**config.mk**
```make
export PLATFORM = sky130hd
export DESIGN_NAME = ssd_scan_mux
export DESIGN_NICKNAME = d
export VERILOG_FILES = /design/src/rtl/ssd_pkg.sv /design/src/rtl/ssdec.sv /design/src/rtl/ssd_scan_mux.sv
export SDC_FILE = /design/constraint.sdc
export NUM_CORES = 1
export LEC_CHECK = 0
export ABC_AREA = 1
export CORE_MARGIN = 5
export CORE_UTILIZATION = 50
export CTS_CLUSTER_SIZE = 24
export DETAILED_ROUTE_END_ITERATION = 6
export HOLD_SLACK_MARGIN = 0.15
export PLACE_DENSITY = 0.81
export SETUP_SLACK_MARGIN = 0.3
export SYNTH_ARGS = -nofsm -noshare
export SYNTH_HDL_FRONTEND = slang
export SYNTH_SLANG_ARGS = --single-unit
```
**constraint.sdc**
```tcl
create_clock -name clk -period 1.85 [get_ports clk]
set_clock_uncertainty 0.1 [all_clocks]
set_input_delay 0.2775 -clock clk [delete_from_list [all_inputs] [get_ports clk]]
set_output_delay 0.2775 -clock clk [all_outputs]
set_load 0.01 [all_outputs]
```
**src/rtl/ssd_pkg.sv**
```systemverilog
// ssd_pkg: types and helpers shared by the 7-segment display blocks.
//   seg_t      - segment pattern {g,f,e,d,c,b,a}, active-high
//   SEG_BLANK  - all segments off
//   IDX_W(n)   - width of a digit index for an n-digit bank (at least 1 bit)
package ssd_pkg;

    typedef logic [6:0] seg_t;

    localparam seg_t SEG_BLANK = 7'b0000000;

    function automatic int IDX_W(input int n);
        return (n > 2) ? $clog2(n) : 1;
    endfunction

endpackage

```
**src/rtl/ssdec.sv**
```systemverilog
// ssdec: hex nibble to 7-segment decoder (purely combinational).
//   nib  in   4  hex digit to show
//   en   in   1  0 forces all segments off
//   seg  out  7  segment pattern {g,f,e,d,c,b,a}, active-high
module ssdec
    import ssd_pkg::*;
(
    input  logic [3:0] nib,
    input  logic       en,
    output seg_t       seg
);

    always_comb begin
        seg = SEG_BLANK;
        if (en) begin
            case (nib)
                4'h0:    seg = 7'b0111111;
                4'h1:    seg = 7'b0000110;
                4'h2:    seg = 7'b1011011;
                4'h3:    seg = 7'b1001111;
                4'h4:    seg = 7'b1100110;
                4'h5:    seg = 7'b1101101;
                4'h6:    seg = 7'b1111101;
                4'h7:    seg = 7'b0000111;
                4'h8:    seg = 7'b1111111;
                4'h9:    seg = 7'b1101111;
                4'hA:    seg = 7'b1110111;
                4'hB:    seg = 7'b1111100;
                4'hC:    seg = 7'b0111001;
                4'hD:    seg = 7'b1011110;
                4'hE:    seg = 7'b1111001;
                4'hF:    seg = 7'b1110001;
                default: seg = SEG_BLANK;
            endcase
        end
    end

endmodule

```
**src/rtl/ssd_scan_mux.sv**
```systemverilog
// ssd_scan_mux: time-multiplexed scanner for a 7-segment display bank.
// Holds NUM_DIGITS hex nibbles and shows one digit per CLK_DIV-cycle dwell.
// New values land only at frame boundaries, so a frame never mixes digits.
//   clk         in   1             system clock, rising edge
//   nrst        in   1             asynchronous active-low reset
//   en          in   1             scan enable; 0 blanks the display
//   load        in   1             one-cycle strobe: capture value
//   value       in   4*NUM_DIGITS  hex value (digit 0 = least significant nibble)
//   blank_lz    in   1             1 = blank leading-zero digits
//   seg         out  7             segment pattern {g,f,e,d,c,b,a}, active-high
//   dig_sel     out  NUM_DIGITS    one-hot digit enable, active-high
//   frame_done  out  1             one-cycle pulse after the last digit's dwell
module ssd_scan_mux
    import ssd_pkg::*;
#(
    parameter int NUM_DIGITS = 4,
    parameter int CLK_DIV    = 1000
) (
    input  logic                    clk,
    input  logic                    nrst,
    input  logic                    en,
    input  logic                    load,
    input  logic [4*NUM_DIGITS-1:0] value,
    input  logic                    blank_lz,
    output logic [6:0]              seg,
    output logic [NUM_DIGITS-1:0]   dig_sel,
    output logic                    frame_done
);

    localparam int IW = IDX_W(NUM_DIGITS);
    localparam int TW = (CLK_DIV > 2) ? $clog2(CLK_DIV) : 1;
    localparam int VW = 4 * NUM_DIGITS;

    logic [TW-1:0]         tick_q, tick_d;
    logic [IW-1:0]         idx_q, idx_d;
    logic [VW-1:0]         pending_q, pending_d;
    logic [VW-1:0]         shadow_q, shadow_d;
    seg_t                  seg_q, seg_d;
    logic [NUM_DIGITS-1:0] dig_sel_q, dig_sel_d;
    logic                  frame_done_q, frame_done_d;

    logic       wrap, boundary, upper_zero, blank_i;
    logic [3:0] nib;
    seg_t       dec_seg;

    // Digit mux and leading-zero detect: a digit is blanked when it and every
    // more significant nibble are zero; digit 0 always shows.
    always_comb begin
        wrap       = en && (tick_q == TW'(CLK_DIV - 1));
        boundary   = wrap && (idx_q == IW'(NUM_DIGITS - 1));
        nib        = 4'h0;
        upper_zero = 1'b1;
        for (int i = 0; i < NUM_DIGITS; i++) begin
            if (idx_q == IW'(i)) nib = shadow_q[4*i +: 4];
            if ((IW'(i) >= idx_q) && (shadow_q[4*i +: 4] != 4'h0)) upper_zero = 1'b0;
        end
        blank_i = blank_lz && (idx_q != '0) && upper_zero;
    end

    ssdec u_dec (
        .nib (nib),
        .en  (en && !blank_i),
        .seg (dec_seg)
    );

    always_comb begin
        tick_d    = tick_q;
        idx_d     = idx_q;
        pending_d = load ? value : pending_q;
        shadow_d  = shadow_q;
        if (!en) begin
            tick_d = '0;
            idx_d  = '0;
        end else if (wrap) begin
            tick_d = '0;
            idx_d  = (idx_q == IW'(NUM_DIGITS - 1)) ? '0 : idx_q + IW'(1);
        end else begin
            tick_d = tick_q + TW'(1);
        end
        // A load coinciding with the boundary is forwarded straight to shadow.
        if (boundary) shadow_d = load ? value : pending_q;
        // seg and dig_sel both derive from idx_q, so they stay aligned.
        seg_d        = dec_seg;
        dig_sel_d    = en ? (NUM_DIGITS'(1) << idx_q) : '0;
        frame_done_d = boundary;
    end

    always_ff @(posedge clk or negedge nrst) begin
        if (!nrst) begin
            tick_q       <= '0;
            idx_q        <= '0;
            pending_q    <= '0;
            shadow_q     <= '0;
            seg_q        <= SEG_BLANK;
            dig_sel_q    <= '0;
            frame_done_q <= 1'b0;
        end else begin
            tick_q       <= tick_d;
            idx_q        <= idx_d;
            pending_q    <= pending_d;
            shadow_q     <= shadow_d;
            seg_q        <= seg_d;
            dig_sel_q    <= dig_sel_d;
            frame_done_q <= frame_done_d;
        end
    end

    assign seg        = seg_q;
    assign dig_sel    = dig_sel_q;
    assign frame_done = frame_done_q;

endmodule
```
==> impl_results.md <==
* Peak VDD IR at roughly 0.4 mV
* Compound-Gate Fraction of Synth Area at between 5 and 6%
* CP Capture Type: flop
* Root Driver: clkbuf_8
* Gate Count Post-Synth at 334
* Max-slew headroom at 66.81%
* Die area at approximately 7000 sq um
* DR DRC count at 0
* Sequential area share after synthesis at between 50% and 60%
* Routed vias/inst at 4.998
* Wire per inst at around 14 um
* Worst Path Required at approximately 2.0 ns
* Vias at 2384
* Post-synthesis adder-cell area fraction at under 10%
* Yosys reg bits at 56
* Max-cap violation count at 0
* First-pass GRT wire length at roughly 9700 um
* Initial antenna violation count at 0
* Fillers at approximately 410
* Clk pwr share at approximately a third
* Num rows at 27
* Slew of the pin with the lowest slew margin at 0.4973 ns
* Crit-path slowest cell: dfrtp_2
* XOR/XNOR Fraction of Synth Area at less than 1%
* CP Data Arrival Time at 2.12 ns
* Crit path max-delay family: flip-flops
* Final hold slack at 0.3759 ns
* Area growth from synthesis to layout at 39.85%
* NumNets Final at about 440
* DP HPWL at between 4000 and 5000 um
* Status: finished, violations left
* Largest net degree at the start of global routing at 57
* Sequential share of power at about three fifths
* Mux cell area share after synthesis at 0%
* Layout Cells excl Fill at around 480
* Total GRT Usage at ~17%
* Share of cells above drive strength 1 at ~30%
* Critical path startpoint: idx_q[0]
* Main synth FF type: dfrtp_1
* Switching pwr at between 0.5 and 0.6 mW
* Final Util at between 70% and 80%
* WL final at about 6600 um
* Number of synthesized flops with an enable pin at 0
* Synthesized area at about 2700 sq um
* Final worst-path cycle share at 107.5%
* Worst-path cell chain: inv_4, ha_4, inv_4, nor2_4, nor2_2, a21boi_4, ha_1, inv_2, nand2_1, nand3_2, nand2_1, nor2_1
* Largest stage delay, worst path at about 0.49 ns
* DRT iter0 DRCs at ~100
* Tot Pwr at about 2.1 mW
* Synth async-reset ratio at 100.0%
* YS warnings at 0
* Synth cell types at 33
* CTS H-tree depth at 2
* CTS tree: done
* RSZ-0062 raised after global routing: yes
* Area fraction in and, or, nand and nor cells after synthesis at a little under a third
* Syn Nets at 367
* Leakage at just over 2 nW
* Setup ws final at -0.1383 ns
* Die W at 83.91 um
* CP Class: reg2reg
* Final Hold Fails at 0
* Cell Int Power at about 1.6 mW
* Violated checks: setup timing
* Height of the die at around 84 um
* Core region area at 5405 sq um
* Element type at the critical path start: flop
* Maximum net fanout on the critical path at 5
* TritonCTS buffer count at 5
* Initial core utilization at about half
* Buf/Inv on CP at 3
* I/O Buffers at 32
* Clock Latency Late Sink at ~0.32 ns
* Vias in the first global route at 2188
* Combinational share of power at 8.4%
* ANT nets after route at 0
* Hold Path Class: in2async
* Post-place setup slack at -0.2005 ns
* Number of antenna diodes at 0
* Combinational family with the most area after synthesis: simple AND/OR/NAND/NOR gates
* # IOs at 33
* Grt ovf at 0
* PwrDens at roughly 560 nW/um^2
* Register clock-pin slew on the reported worst setup and hold paths at about 0.11 ns
* Max Root-Sink Buffers at 2
* Inst Count DP at about 450
* Minimum clock period at between 1.5 and 2 ns
* Average size of a mapped cell at between 8 and 9 sq um
* Fmax at 0.5029 GHz
* Final GP Congestion at between 0.8 and 0.9
* Pins Over Slew Limit at 0
* Reg-to-reg startpoint: idx_q[0]
* Total iterations of the first detailed-routing run at 4
* Switching Fraction at around a quarter
* TritonCTS sink count at 56
* Setup-failing EPs final at 7
## synthesized netlist by cell type (all sizes together), types with 2 or more instances
cell type | count | share of area [%]
a21oi | 11 | 2.7
buf | 6 | 1.4
dfrtp | 56 | 51
ha | 12 | 5.5
inv | 31 | 4.4
nand2 | 140 | 20
nand3 | 20 | 4.1
nor2 | 35 | 5.3
nor3b | 2 | 0.55
o21ai | 10 | 2.1
## layout by cell type, fill, tap and decap left out, types with 4 or more instances in the layout
cell type and n:
ha_1 5, buf_4 27, nand2_4 7, nand3_1 15, dlygate4sd2_1 7, nor2_1 28, inv_1 18, dfrtp_1 54
ha_4 5, nand3_2 4, nand2_2 25, clkdlybuf4s50_1 19, inv_4 6, nand2_1 107, clkbuf_8 5, o21ai_0 7
a21oi_1 6, inv_2 6, dlymetal6s2s_1 5, nor2_2 5
## worst reg2reg max path: stages (launching register included)
cell      delay [ns]
dfrtp_2         0.49
inv_4           0.11
ha_4            0.19
inv_4           0.06
nor2_4          0.08
nor2_2          0.05
a21boi_4        0.17
ha_1            0.27
inv_2           0.06
nand2_1         0.07
nand3_2         0.08
nand2_1         0.05
nor2_1          0.12
## worst paths after layout
check | cells after the start | end | slack [ns]
min | 3 | pending_q[10] | 0.38
min reg2reg | 2 | pending_q[5] | 0.38
min in group clk | 2 | pending_q[5] | 0.38
max in group asynchronous | 3 | idx_q[1] | 1.02
max | 12 | seg[3] | -0.14
max reg2reg | 12 | seg[3] | -0.14
## registers in the layout (all words and copies together) (netlist names)
name / cells
dig_sel: 4
frame_done: 1
idx_q: 2
pending_q: 16
seg: 7
shadow_q: 16
tick_q: 10
## logic make-up after synthesis
family | after synthesis
AOI/OAI and AO/OA | 24
xor gates and xnor gates | 1
adders and majority gates | 12
buffers and inverters | 39
DFF | 56
and+or+nand+nor | 202
## metal layers
layer	GRT usage, %	routed length, um	vias up
li1	-	-	1180
met1	20.38	2778	1143
met2	30.01	3442	47
met3	3.258	223	14
met4	5.994	121	0
met5	0	0	-
## metrics by stage
stage / setup TNS (ns) / area, sq um
after floorplan: 0 / 2780
after global placement: -0.3091 / 3272
after detailed placement: -1.034 / 3272
after CTS: -0.2130 / 3422
after global routing: -1.312 / 3820
final: -0.6360 / 3820
## area by class of cell
cell class	instances	area [sq um]	area share [%]
clock buffers	6	72.57	1.900
clock inverters	2	13.76	0.3603
inverters	32	148.9	3.898
multi-input cells	239	1406	36.82
flip-flops and latches	56	1404	36.75
well taps	72	90.09	2.358
repair buffers	67	645.6	16.90
repair inverters	3	38.79	1.015
## power by group through the flow
stage / Sequential (mW) / Clock, mW / Combinational (mW)
2_1_floorplan: 1.31 / 0 / 0.0639
3_3_place_gp: 1.30 / 0 / 0.166
3_5_place_dp: 1.31 / 0 / 0.171
4_1_cts: 1.28 / 0.687 / 0.169
5_1_grt: 1.29 / 0.737 / 0.203
6_report: 1.28 / 0.673 / 0.178
## what timing repair did
action                                 in CTS  in global routing
gates cloned                                0                  4
hold buffers                                1                  0
buffers inserted                            4                 13
resized for setup                          16                 76
setup endpoints to repair                  35                 40
endpoints found under the hold margin      56                  0
pin swaps                                   4                 19
Power figures use the tool's default switching activity.
